[config.mk]
export PLATFORM = sky130hd
export DESIGN_NAME = adder_arbiter
export DESIGN_NICKNAME = d
export VERILOG_FILES = /design/src/rtl/adder_arbiter.sv
export SDC_FILE = /design/constraint.sdc
export NUM_CORES = 1
export LEC_CHECK = 0
export CAP_MARGIN = 20
export CORE_MARGIN = 1
export CORE_UTILIZATION = 46
export CTS_CLUSTER_DIAMETER = 60
export DETAILED_ROUTE_END_ITERATION = 12
export MAX_ROUTING_LAYER = met4
export PLACE_DENSITY = 0.94
export SYNTH_ARGS = -nofsm -noshare
export SYNTH_HDL_FRONTEND = slang
export SYNTH_SLANG_ARGS = --single-unit
[constraint.sdc]
create_clock -name i_clk -period 8.7 [get_ports i_clk]
set_input_delay 0.87 -clock i_clk [delete_from_list [all_inputs] [get_ports i_clk]]
set_output_delay 0.87 -clock i_clk [all_outputs]
set_load 0.005 [all_outputs]
[src/rtl/adder_arbiter.sv]
// rtl/adder_arbiter.sv - two-requester arbiter sharing one LEN-bit adder behind a one-entry result slot
module adder_arbiter #(
    parameter int LEN = 32
) (
    input  logic           i_clk,
    input  logic           i_reset,
    input  logic           i_req0_valid,
    input  logic [LEN-1:0] i_req0_a,
    input  logic [LEN-1:0] i_req0_b,
    output logic           o_req0_ready,
    input  logic           i_req1_valid,
    input  logic [LEN-1:0] i_req1_a,
    input  logic [LEN-1:0] i_req1_b,
    output logic           o_req1_ready,
    output logic           o_valid,
    output logic [LEN-1:0] o_result,
    output logic           o_carry,
    output logic           o_id,
    input  logic           i_ready
);

    typedef enum logic {
        S_EMPTY = 1'b0,
        S_FULL  = 1'b1
    } state_t;

    state_t         r_state;
    state_t         w_state_next;
    logic           r_prio;
    logic [LEN-1:0] r_result;
    logic           r_carry;
    logic           r_id;

    logic           w_slot_free;
    logic           w_acc0;
    logic           w_acc1;
    logic           w_accept;
    logic [LEN-1:0] w_op_a;
    logic [LEN-1:0] w_op_b;
    logic [LEN:0]   w_sum;

    // Ready is a pure function of slot occupancy, priority and the other side's valid.
    assign w_slot_free  = !i_reset && ((r_state == S_EMPTY) || i_ready);
    assign o_req0_ready = w_slot_free && (!i_req1_valid || !r_prio);
    assign o_req1_ready = w_slot_free && (!i_req0_valid ||  r_prio);
    assign w_acc0       = o_req0_ready && i_req0_valid;
    assign w_acc1       = o_req1_ready && i_req1_valid;
    assign w_accept     = w_acc0 || w_acc1;

    // The single adder sees whichever requester won this cycle.
    assign w_op_a = w_acc1 ? i_req1_a : i_req0_a;
    assign w_op_b = w_acc1 ? i_req1_b : i_req0_b;
    assign w_sum  = {1'b0, w_op_a} + {1'b0, w_op_b};

    always_comb begin
        w_state_next = r_state;
        case (r_state)
            S_EMPTY: if (w_accept) w_state_next = S_FULL;
            S_FULL:  if (i_ready && !w_accept) w_state_next = S_EMPTY;
            default: w_state_next = S_EMPTY;
        endcase
    end

    always_ff @(posedge i_clk or posedge i_reset) begin
        if (i_reset) begin
            r_state  <= S_EMPTY;
            r_prio   <= 1'b0;
            r_result <= '0;
            r_carry  <= 1'b0;
            r_id     <= 1'b0;
        end else begin
            r_state <= w_state_next;
            if (w_accept) begin
                r_result <= w_sum[LEN-1:0];
                r_carry  <= w_sum[LEN];
                r_id     <= w_acc1;
                r_prio   <= !w_acc1;
            end
        end
    end

    assign o_valid  = (r_state == S_FULL);
    assign o_result = r_result;
    assign o_carry  = r_carry;
    assign o_id     = r_id;

endmodule

==> qor.txt <==
period utilization - 71.3%
Max-cap violations - 0
Max Slew Vio Count - 0
crit path kind - in2reg
gr usage total - 25.9%
Switching Share - 34.8%
die area - 0.00820 sq mm
H-tree Lvls - 2
Hold Vio Cnt, Final - 0
Final #Nets - 738
clk_lat worst skew - 0.29 ns
fin area - 0.00551 sq mm
vias in the first global route - 3725
maximum clock insertion buffer count - 2
CP Launch Point - i_reset
most common cell after layout, fill and taps aside - clkdlybuf4s50_1
Worst Setup Start Kind - input pin
Initial Util - 48.7%
CP max FO - 38
Routed WL - 10.2 mm
CORE AREA - 0.00741 sq mm
Tmin final - 6.20 ns
status - complete, no violations
Post-Syn Area - 0.00361 sq mm
Fmax - 161 MHz
Area Overhead vs Synth - 52.9%
VDD IR max - 83.1 uV
Post-DRT Antenna Nets - 0
syn_area_per_cell - 8.82 sq um
main flop type after synthesis - dfrtp_1
placed cell area - 0.00540 sq mm
Setup TNS - 0 ns
Sw Pwr - 302 uW
IO Port Bufs - 169
most frequent cells in the layout - 169 x clkdlybuf4s50_1, 64 x mux2_1, 58 x nand2_1
CTS resizes - 0
Critical Path End - o_result[28]
Clock transition at path regs - 0.08 ns
Layout Utilization - 74.4%
drt wl/cell - 15.1 um
power per standard cell area - 158 mW/mm^2
Die W - 90.5 um
TritonCTS Buffers - 5
Seq pwr share - 28.9%
HP Class - reg2reg
Yosys Warn Count - 0
chip height - 90.5 um
Setup Buffers After CTS - 0
Seq cells post-synth - 36
Comb pwr share - 54.0%
CTS tree - yes
first-pass GRT wire length - 16.9 mm
Worst Path Required - 8.89 ns
max_slew headroom - 34.9%
Setup crit end kind - register
initial antenna violation count - 0
RSZ-0062 raised after global routing - false
cell internal pwr - 568 uW
total grt overflow - 0
total iterations of the first detailed-routing run - 5
gpl congestion - 0.834
Netlist cell types - 50
WHS - 0.483 ns
Rows - 31
via count - 3719
clock share of power - 17.1%
io pins - 170
Slew @ Worst Pin - 0.974 ns
flop2flop setup slack - 3.48 ns
share of layout cells above drive strength 1 - 2.27%
EDFF count, synth - 0
clk sinks - 36
area share of the largest cell type after synthesis - 25.0%
Post-Syn Nets - 575
DRC - 0
HPWL Detailed - 8.29 mm
R2R Path End - o_result[28]
Synth area leader - dfrtp_1
routed vias/inst - 5.53
top post-synthesis cells by area - dfrtp_1 25%, mux2_1 20%, ha_1 11%
largest net degree at the start of global routing - 39
sequential area share after synthesis - 25.0%
worst path arrival time - 6.39 ns
antenna cells - 0
async set or reset register ratio after synthesis - 100%
DRC marker count from the first detailed-route iteration - 137
# setup viols final - 0
Setup Skew - 0.00501 ns
Mapped Cells - 409
R2R depth - 16
P_leak - 0.00238 uW
hold-fix buffers at CTS - 0
Tot Pwr - 870 uW
CTS root buf - clkbuf_8
Worst R2R Start - o_valid
## worst max-delay path, stage by stage
cell	delay [ns]
clkdlybuf4s50_1	0.40
inv_1	0.05
buf_4	0.40
and2_1	0.29
nand2_1	0.13
nor2_4	0.75
buf_4	0.51
mux2_1	0.37
ha_1	0.37
a21oi_1	0.28
o2111ai_1	0.15
a221oi_1	0.35
nand2_1	0.09
o21ai_1	0.34
o22ai_1	0.25
o21a_1	0.23
or3_1	0.31
a31o_1	0.22
## per-stage QoR
step                std cells  setup WS [ns]
global placement          664           2.43
finish                    672           2.50
CTS                       672           2.52
global route              672           2.20
detailed placement        664           2.23
floorplan                 409           2.77
## synthesized netlist by cell type (2+ instances only)
master	number
o31ai_1	4
nand2_1	58
o22ai_1	2
a21o_1	17
xnor2_1	13
inv_1	10
nand2b_1	3
and3_1	4
o21ai_1	30
nand4_1	3
ha_1	32
o21a_1	3
o211ai_1	3
nor3b_1	3
a221o_1	2
and4_1	2
and2_1	5
mux2_1	64
clkbuf_1	12
mux2i_1	2
buf_1	4
nand3_1	11
a211oi_1	3
o21ai_0	7
a211o_1	2
a31oi_1	5
dfrtp_1	36
nor2b_1	2
nor3_1	2
a21oi_1	23
a311oi_1	2
a22o_1	2
nor2_1	12
xor2_1	10
## cell type report
type	instances	area, sq um
Multi-Input combinational cell	347	2630
Fill cell	547	1890
Timing Repair Buffer	172	1710
Sequential cell	36	901
Tap cell	99	124
Clock buffer	5	68.8
Clock inverter	3	42.5
Inverter	10	37.5
## layer usage
layer	global-route usage [%]	share of wire [%]	vias to the layer above
li1	-	-	1830
met5	-	0	-
met4	8.33	2.3	0
met3	3.28	6.4	25
met2	47.2	51	177
met1	29.3	40	1687
## worst min path at each step
| stage | from | to | slack (ns) | cells after the start |
|---|---|---|---|---|
| global route | o_id | o_id | 0.50 | 1 |
| global placement | o_result[0] | o_result[0] | 0.46 | 2 |
| finish | o_result[1] | o_result[1] | 0.48 | 2 |
| CTS | o_result[0] | o_result[0] | 0.49 | 2 |
| detailed placement | o_result[0] | o_result[0] | 0.46 | 2 |
| floorplan | o_result[25] | o_result[25] | 0.47 | 2 |
## cell families (layout without fill, tap and decap cells)
| family | count (synthesis) | count (layout) | share of synthesized area (%) |
|---|---|---|---|
| flip-flops | 36 | 36 | 25.0 |
| AO/OA/AOI/OAI | 117 | 117 | 20.7 |
| XOR/XNOR | 23 | 23 | 5.59 |
| multiplexers | 66 | 66 | 20.5 |
| AND/OR/NAND/NOR | 108 | 108 | 13.8 |
| buffers and inverters | 26 | 190 | 2.71 |
| adder cells (fa/ha/maj) | 33 | 33 | 11.7 |
## flip-flops by register name, indices dropped and copies added (netlist names)
signal	flops
r_prio	1
o_id	1
o_carry	1
o_result	32
o_valid	1
## power by group through the flow
stage | registers [uW] | logic [uW] | clock network, uW
2_1_floorplan | 253 | 238 | 0
3_3_place_gp | 252 | 454 | 0
3_5_place_dp | 255 | 466 | 0
4_1_cts | 252 | 470 | 152
5_1_grt | 258 | 511 | 160
6_report | 251 | 470 | 149
No activity file was read; power rests on OpenSTA's default activity.
==> RTL edit 1, RTL diff (config.mk and constraints unchanged) <==
Reset style: synchronous (`i_reset`), changed in one clocked block.
--- a/src/rtl/adder_arbiter.sv
+++ b/src/rtl/adder_arbiter.sv
@@ -61,7 +61,7 @@
         endcase
     end
 
-    always_ff @(posedge i_clk or posedge i_reset) begin
+    always_ff @(posedge i_clk) begin
         if (i_reset) begin
             r_state  <= S_EMPTY;
             r_prio   <= 1'b0;
Behaviour: differs if i_reset is asserted again (counterexample within 4 cycles, from zero or initial values and one cycle with i_reset high); with i_reset held inactive, the same outputs for 10 cycles.
==> RTL edit 1 against the original RTL <==
- count of clock-buffer cells in the layout is the same
- sequential cell count stayed put
- via count increased by 17%
- wire length up 20%
- synthesized area grew 4.3%
- cell area increased by 1.6%
- worst setup slack worse by 0.22 ns
- sequential power decreased by 18%
- largest cell class unchanged
- non-clock buffer count down 1
- power fell by 13%
==> RTL edit 1: results (changes against the original RTL) <==
Parameter                              Value

Synth
  Fraction of synthesized cell area in xor and xnor cells    0.0535 (-0.00232)
  Share of synthesized registers carrying an async set or reset    0 (-1.00)
  Complex-gate fraction of the synthesized area    0.230 (+0.0226)
  Number of nets produced by synthesis    636 (+11%)
  Portion of the post-synthesis area used by sequential elements    0.192 (-0.0583)
  Cells taking the most area after synthesis    dfxtp_1, mux2_2, ha_1
  Yosys cell types    54 (+8.0%)
  Post-synth top cells    mux2_2, a21oi_1, nand2_1, dfxtp_1, ha_1
  Share of synthesized area spent on multiplexers    0.194 (-0.0112)
  Adder and majority cell fraction of the synthesized area    0.112 (-0.00485)
  YS warnings    0 (unchanged)

Clocking
  Total number of H-tree levels    2 (unchanged)
  Clock buffer count from CTS    5 (unchanged)
  Clock insertion delay at the later pin of the skew report    0.29 ns (about the same)
  CTS-repair resized insts    0 (unchanged)
  Clk buf depth    2 (unchanged)

GRT
  Tot GR Track Use    0.290 (+0.0306)
  Wire length of the first global-routing pass    19.7 mm (+16%)
  Via count of the first global-routing pass    4294 (+15%)
  Largest net degree at the start of global routing    53 (+36%)
  Antenna violations before repair    0 (unchanged)

Setup path
  Top fanout value on the critical path    35 (-7.9%)
  Top delay family on crit path    buffers and inverters
  Crit-path slowest cell    clkdlybuf4s50_1
  Maximum single-stage delay on the critical path    0.81 ns (+0.06 ns)
  Worst Path Arrival    6.57 ns (+0.18 ns)

Detailed routing
  Count of routing violations after the opening detailed-route iteration    285 (+110%)
  Vias after detailed routing    4355 (+17%)
  First-pass detailed-route iteration total    6 (+1)
  Routed Wire Length    12.2 mm (+20%)

Placed design
  Post-Place Worst Slack    2.10 ns (-0.132 ns)
  Final RePlAce weighted congestion    0.910 (+9.1%)
  Detailed-placement wirelength estimate    9.48 mm (+14%)

Pwr
  VDD IR max    0.0692 mV (-17%)
  Switch Pwr    272 uW (-10%)
  Leak    2.17 nW (-9.0%)

Final layout
  Share of final-layout standard cells stronger than drive strength 1    0.143 (+0.120)
  Antenna Cells    0 (unchanged)
  Nets@finish    788 (+6.8%)

Timing
  Worst Clk Skew    0.00683 ns (+0.00181 ns)
  Max_slew headroom    0.388 (+0.0387)

Worst hold path
  HP Class    reg -> reg

Status
  Status    finished, final reports clean
RTL edit 1: changes by cell type after synthesis, moves of 27 or more:
cell / change
mux2_1: -64
mux2_2: +64
dfrtp_1: -36
dfxtp_1: +36
a21oi_1: +33
o21ai_1: -27
RTL edit 1: cells by family (layout without fill, tap and decap cells):
family	Yosys count	after routing
adders and majority gates	33	33
DFF	36	36
xor gates and xnor gates	23	23
muxes	65	65
buffers and inverters	34	187
and+or+nand+nor	144	144
AOI/OAI and AO/OA	135	135
RTL edit 1: stage by stage:
step,std cells,hold slack [ns],total power [mW],area (sq um)
6_report,725,0.461,0.754,5600
5_1_grt,725,0.483,0.792,5600
4_1_cts,725,0.459,0.746,5600
3_5_place_dp,717,0.446,0.596,5490
3_3_place_gp,717,0.438,0.582,5490
2_1_floorplan,470,0.448,0.432,3760
RTL edit 1: power by group through the flow:
stage | Sequential (mW) | Combinational (mW) | Clock [mW]
5_1_grt | 0.208 | 0.429 | 0.155
3_3_place_gp | 0.208 | 0.373 | 0
6_report | 0.207 | 0.396 | 0.151
4_1_cts | 0.206 | 0.391 | 0.150
3_5_place_dp | 0.209 | 0.387 | 0
2_1_floorplan | 0.208 | 0.224 | 0
RTL edit 1: final timing paths:
| path | start | end | slack, ns | depth (start not counted) |
|---|---|---|---|---|
| worst min-delay path | o_result[16] | o_result[16] | 0.46 | 2 |
| worst max register to register | o_valid | o_carry | 3.86 | 15 |
| worst min register to register | o_result[16] | o_result[16] | 0.46 | 2 |
| worst max-delay path | i_reset | o_carry | 2.28 | 16 |
RTL edit 1: layout make-up:
type                       instances  area [sq um]
multi-input combinational        400          2910
tap                              102           128
fill                             580          2200
clock buffer                       5          68.8
inverter                           8          30.0
sequential                        36           721
timing repair buffer             171          1710
clock inverter                     3          42.5
RTL edit 1: worst reg2reg max path, stage by stage (launching register included):
cell,delay [ns]
dfxtp_1,0.31
nand2b_1,0.14
nand2_1,0.14
a21oi_1,0.22
and2_2,0.69
buf_4,0.52
mux2_2,0.41
ha_1,0.24
fa_1,0.43
a21o_1,0.23
a311o_1,0.44
nand3_1,0.12
a31oi_1,0.15
o31ai_2,0.40
o311a_1,0.22
nor4_1,0.04
RTL edit 1: metal layers:
layer	global-route usage	up-vias	share of wire
li1	-	2038	-
met1	0.313	2011	0.38
met2	0.519	259	0.50
met3	0.0550	47	0.089
met4	0.118	0	0.034
met5	-	-	0
==> RTL edit 2, RTL diff (same flow settings) <==
Without the edit above. Set the parameter `LEN` to 64 (it was 32).
--- a/src/rtl/adder_arbiter.sv
+++ b/src/rtl/adder_arbiter.sv
@@ -1,6 +1,6 @@
 // rtl/adder_arbiter.sv - two-requester arbiter sharing one LEN-bit adder behind a one-entry result slot
 module adder_arbiter #(
-    parameter int LEN = 32
+    parameter int LEN = 64
 ) (
     input  logic           i_clk,
     input  logic           i_reset,
Ports: changed (5 resized); port bits go from 170 to 330. The function was not compared with the original's and may differ.
==> RTL edit 2 against the original RTL <==
- synthesized cell count up 130%
- synthesized area increased by 110%
- wire length rose to 2.5 times the old value
- power is 120% higher
- register-to-register slack got worse by 0.50 ns
- cell area up 110%
- worst setup slack worse by 0.17 ns
- clock power increased to 2.6 times the old value
- hold slack worse by 0.014 ns
- first-iteration DRC count grew to 4.4 times the old value
- sequential cell count grew 32
- count of clock-buffer cells in the layout up 7
- largest power group unchanged
==> RTL edit 2: results (changes against the original RTL) <==
Parameter                              Value

Status
  Status    finished, final reports clean

GRT
  Wire length of the first global-routing pass    41.3 mm (+140%)
  Via count of the first global-routing pass    8525 (+130%)
  Antenna violations before repair    0 (unchanged)
  Largest net degree at the start of global routing    86 (+120%)
  Tot GR Track Use    0.304 (+0.0443)

Final layout
  Antenna Cells    0 (unchanged)
  Number of filler instances in the final layout    1209 (+120%)
  Nets@finish    1550 (+110%)
  Share of final-layout standard cells stronger than drive strength 1    0.129 (+0.107)
  Number of flip-flops under the largest register name    64 (+100%)

Pwr
  Switch Pwr    701 uW (+130%)
  VDD IR max    0.102 mV (+23%)
  Leak    4.71 nW (+98%)

Clocking
  Buffers inserted by post-CTS timing repair    0 (unchanged)
  Clock insertion delay at the later pin of the skew report    0.34 ns (+0.05 ns)
  Clk buf depth    2 (unchanged)
  CTS-repair resized insts    0 (unchanged)
  Total number of H-tree levels    3 (+1)
  Root Buffer Master    clkbuf_16
  Clock buffer count from CTS    9 (+4)
  CTS clk-pin slew, worst paths    0.06 ns (-0.02 ns)

Placed design
  Final RePlAce weighted congestion    0.960 (+15%)
  I/O Buffers    329 (+95%)
  Detailed-placement wirelength estimate    20.7 mm (+150%)

Synth
  Portion of the post-synthesis area used by sequential elements    0.222 (-0.0281)
  YS warnings    0 (unchanged)
  Number of nets produced by synthesis    1251 (+120%)
  Post-synth top cells    mux2_2, nand2_1, o21ai_0, a21oi_1, dfrtp_1
  Yosys cell types    61 (+22%)
  Share of synthesized registers carrying an async set or reset    1.00 (unchanged)
  Cells taking the most area after synthesis    dfrtp_1, mux2_2, ha_1

Timing
  Worst Clk Skew    0.00557 ns (+0.000558 ns)
  Max_slew headroom    0.289 (-0.0594)

Detailed routing
  Count of routing violations after the opening detailed-route iteration    598 (+340%)
  # DRC    0 (unchanged)
  First-pass detailed-route iteration total    6 (+1)
  Wire length per cell after detailed routing    17.8 um (+17%)
  Vias after detailed routing    8246 (+120%)

Setup path
  Top fanout value on the critical path    85 (+120%)
  Crit-path slowest cell    and2_4
  Worst Path Arrival    6.64 ns (+0.25 ns)
  Top delay family on crit path    simple AND/OR/NAND/NOR gates
  Sum of buffers and inverters on the critical path    2 (-2)
  Number of cell instances on the worst register-to-register path    15 (-1)
  Maximum single-stage delay on the critical path    0.91 ns (+0.16 ns)

Worst hold path
  Worst hold path stage count    2 (unchanged)
  HP Class    reg -> reg
## RTL edit 2: cell count changes after synthesis, sizes merged, moves of 10 or more
cell    before  now
mux2        64  128
nand2       58  118
nand4        3   20
dfrtp       36   68
o21bai       1   11
inv         10   26
a21oi       23   73
nor2        12   45
ha          32   64
xnor2       13   27
xor2        10   20
clkbuf      12   39
o21ai       37   93
a21o        17   33
## RTL edit 2: final timing paths
path,from,endpoint,slack (ns)
max,i_ready,o_result[61],2.33
min,o_result[12],o_result[12],0.47
max reg2reg,o_valid,o_result[61],2.98
min reg2reg,o_result[12],o_result[12],0.47
max in group asynchronous,i_reset,o_result[47],6.95
min in group asynchronous,i_reset,r_prio,1.16
## RTL edit 2: final cells by class
type | count | area [sq um] | share of cell area
Clock buffer | 12 | 256 | 0.0225
Clock inverter | 4 | 47.5 | 0.00417
Sequential cell | 68 | 1700 | 0.149
Inverter | 26 | 97.6 | 0.00855
Tap cell | 216 | 270 | 0.0237
Multi-Input combinational cell | 786 | 5720 | 0.501
Timing Repair Buffer | 333 | 3320 | 0.291
## RTL edit 2: metal layers
| layer | global-route usage | routed length [um] |
|---|---|---|
| met1 | 0.326 | 10100 |
| met2 | 0.556 | 13200 |
| met3 | 0.0374 | 1390 |
| met4 | 0.137 | 906 |
| met5 | - | 0 |
## RTL edit 2: cell families (layout without fill, tap and decap cells)
family                   Yosys count  count (layout)  share of synthesized area
AND/OR/NAND/NOR                  261             261                      0.160
buffers and inverters             71             375                     0.0355
flip-flops                        68              68                      0.222
multiplexers                     130             130                      0.190
XOR/XNOR                          47              47                     0.0536
AO/OA/AOI/OAI                    283             283                      0.232
adder cells (fa/ha/maj)           65              65                      0.107
## RTL edit 2: through the flow
stage	std cells	setup slack [ns]	total power, mW	hold slack, ns	instance area [sq um]
after floorplan	925	3.12	1.04	0.463	7680
after global placement	1429	2.17	1.50	0.460	11100
after detailed placement	1429	1.97	1.53	0.465	11100
after CTS	1445	2.30	1.92	0.478	11400
after global routing	1445	1.85	2.04	0.493	11400
final	1445	2.33	1.92	0.469	11400
## RTL edit 2: worst register-to-register path: stages, from the launching register on
cell and delay (ns):
dfrtp_1 0.40, a21oi_1 0.42, a21boi_0 0.32, and2_4 0.91
mux2_2 0.46, ha_1 0.42, nand2_1 0.16, nor4_1 0.51
nand4_1 0.21, a211oi_1 0.39, nor3_2 0.13, a32oi_2 0.35
a21oi_2 0.19, o31a_1 0.28, or4_1 0.41, nand3_1 0.08
## RTL edit 2: power by group through the flow
stage	Clock (mW)	Combinational, mW	Sequential, mW
floorplan	0	0.551	0.486
global placement	0	1.02	0.478
detailed placement	0	1.05	0.483
CTS	0.384	1.05	0.478
global route	0.398	1.15	0.492
finish	0.383	1.06	0.479
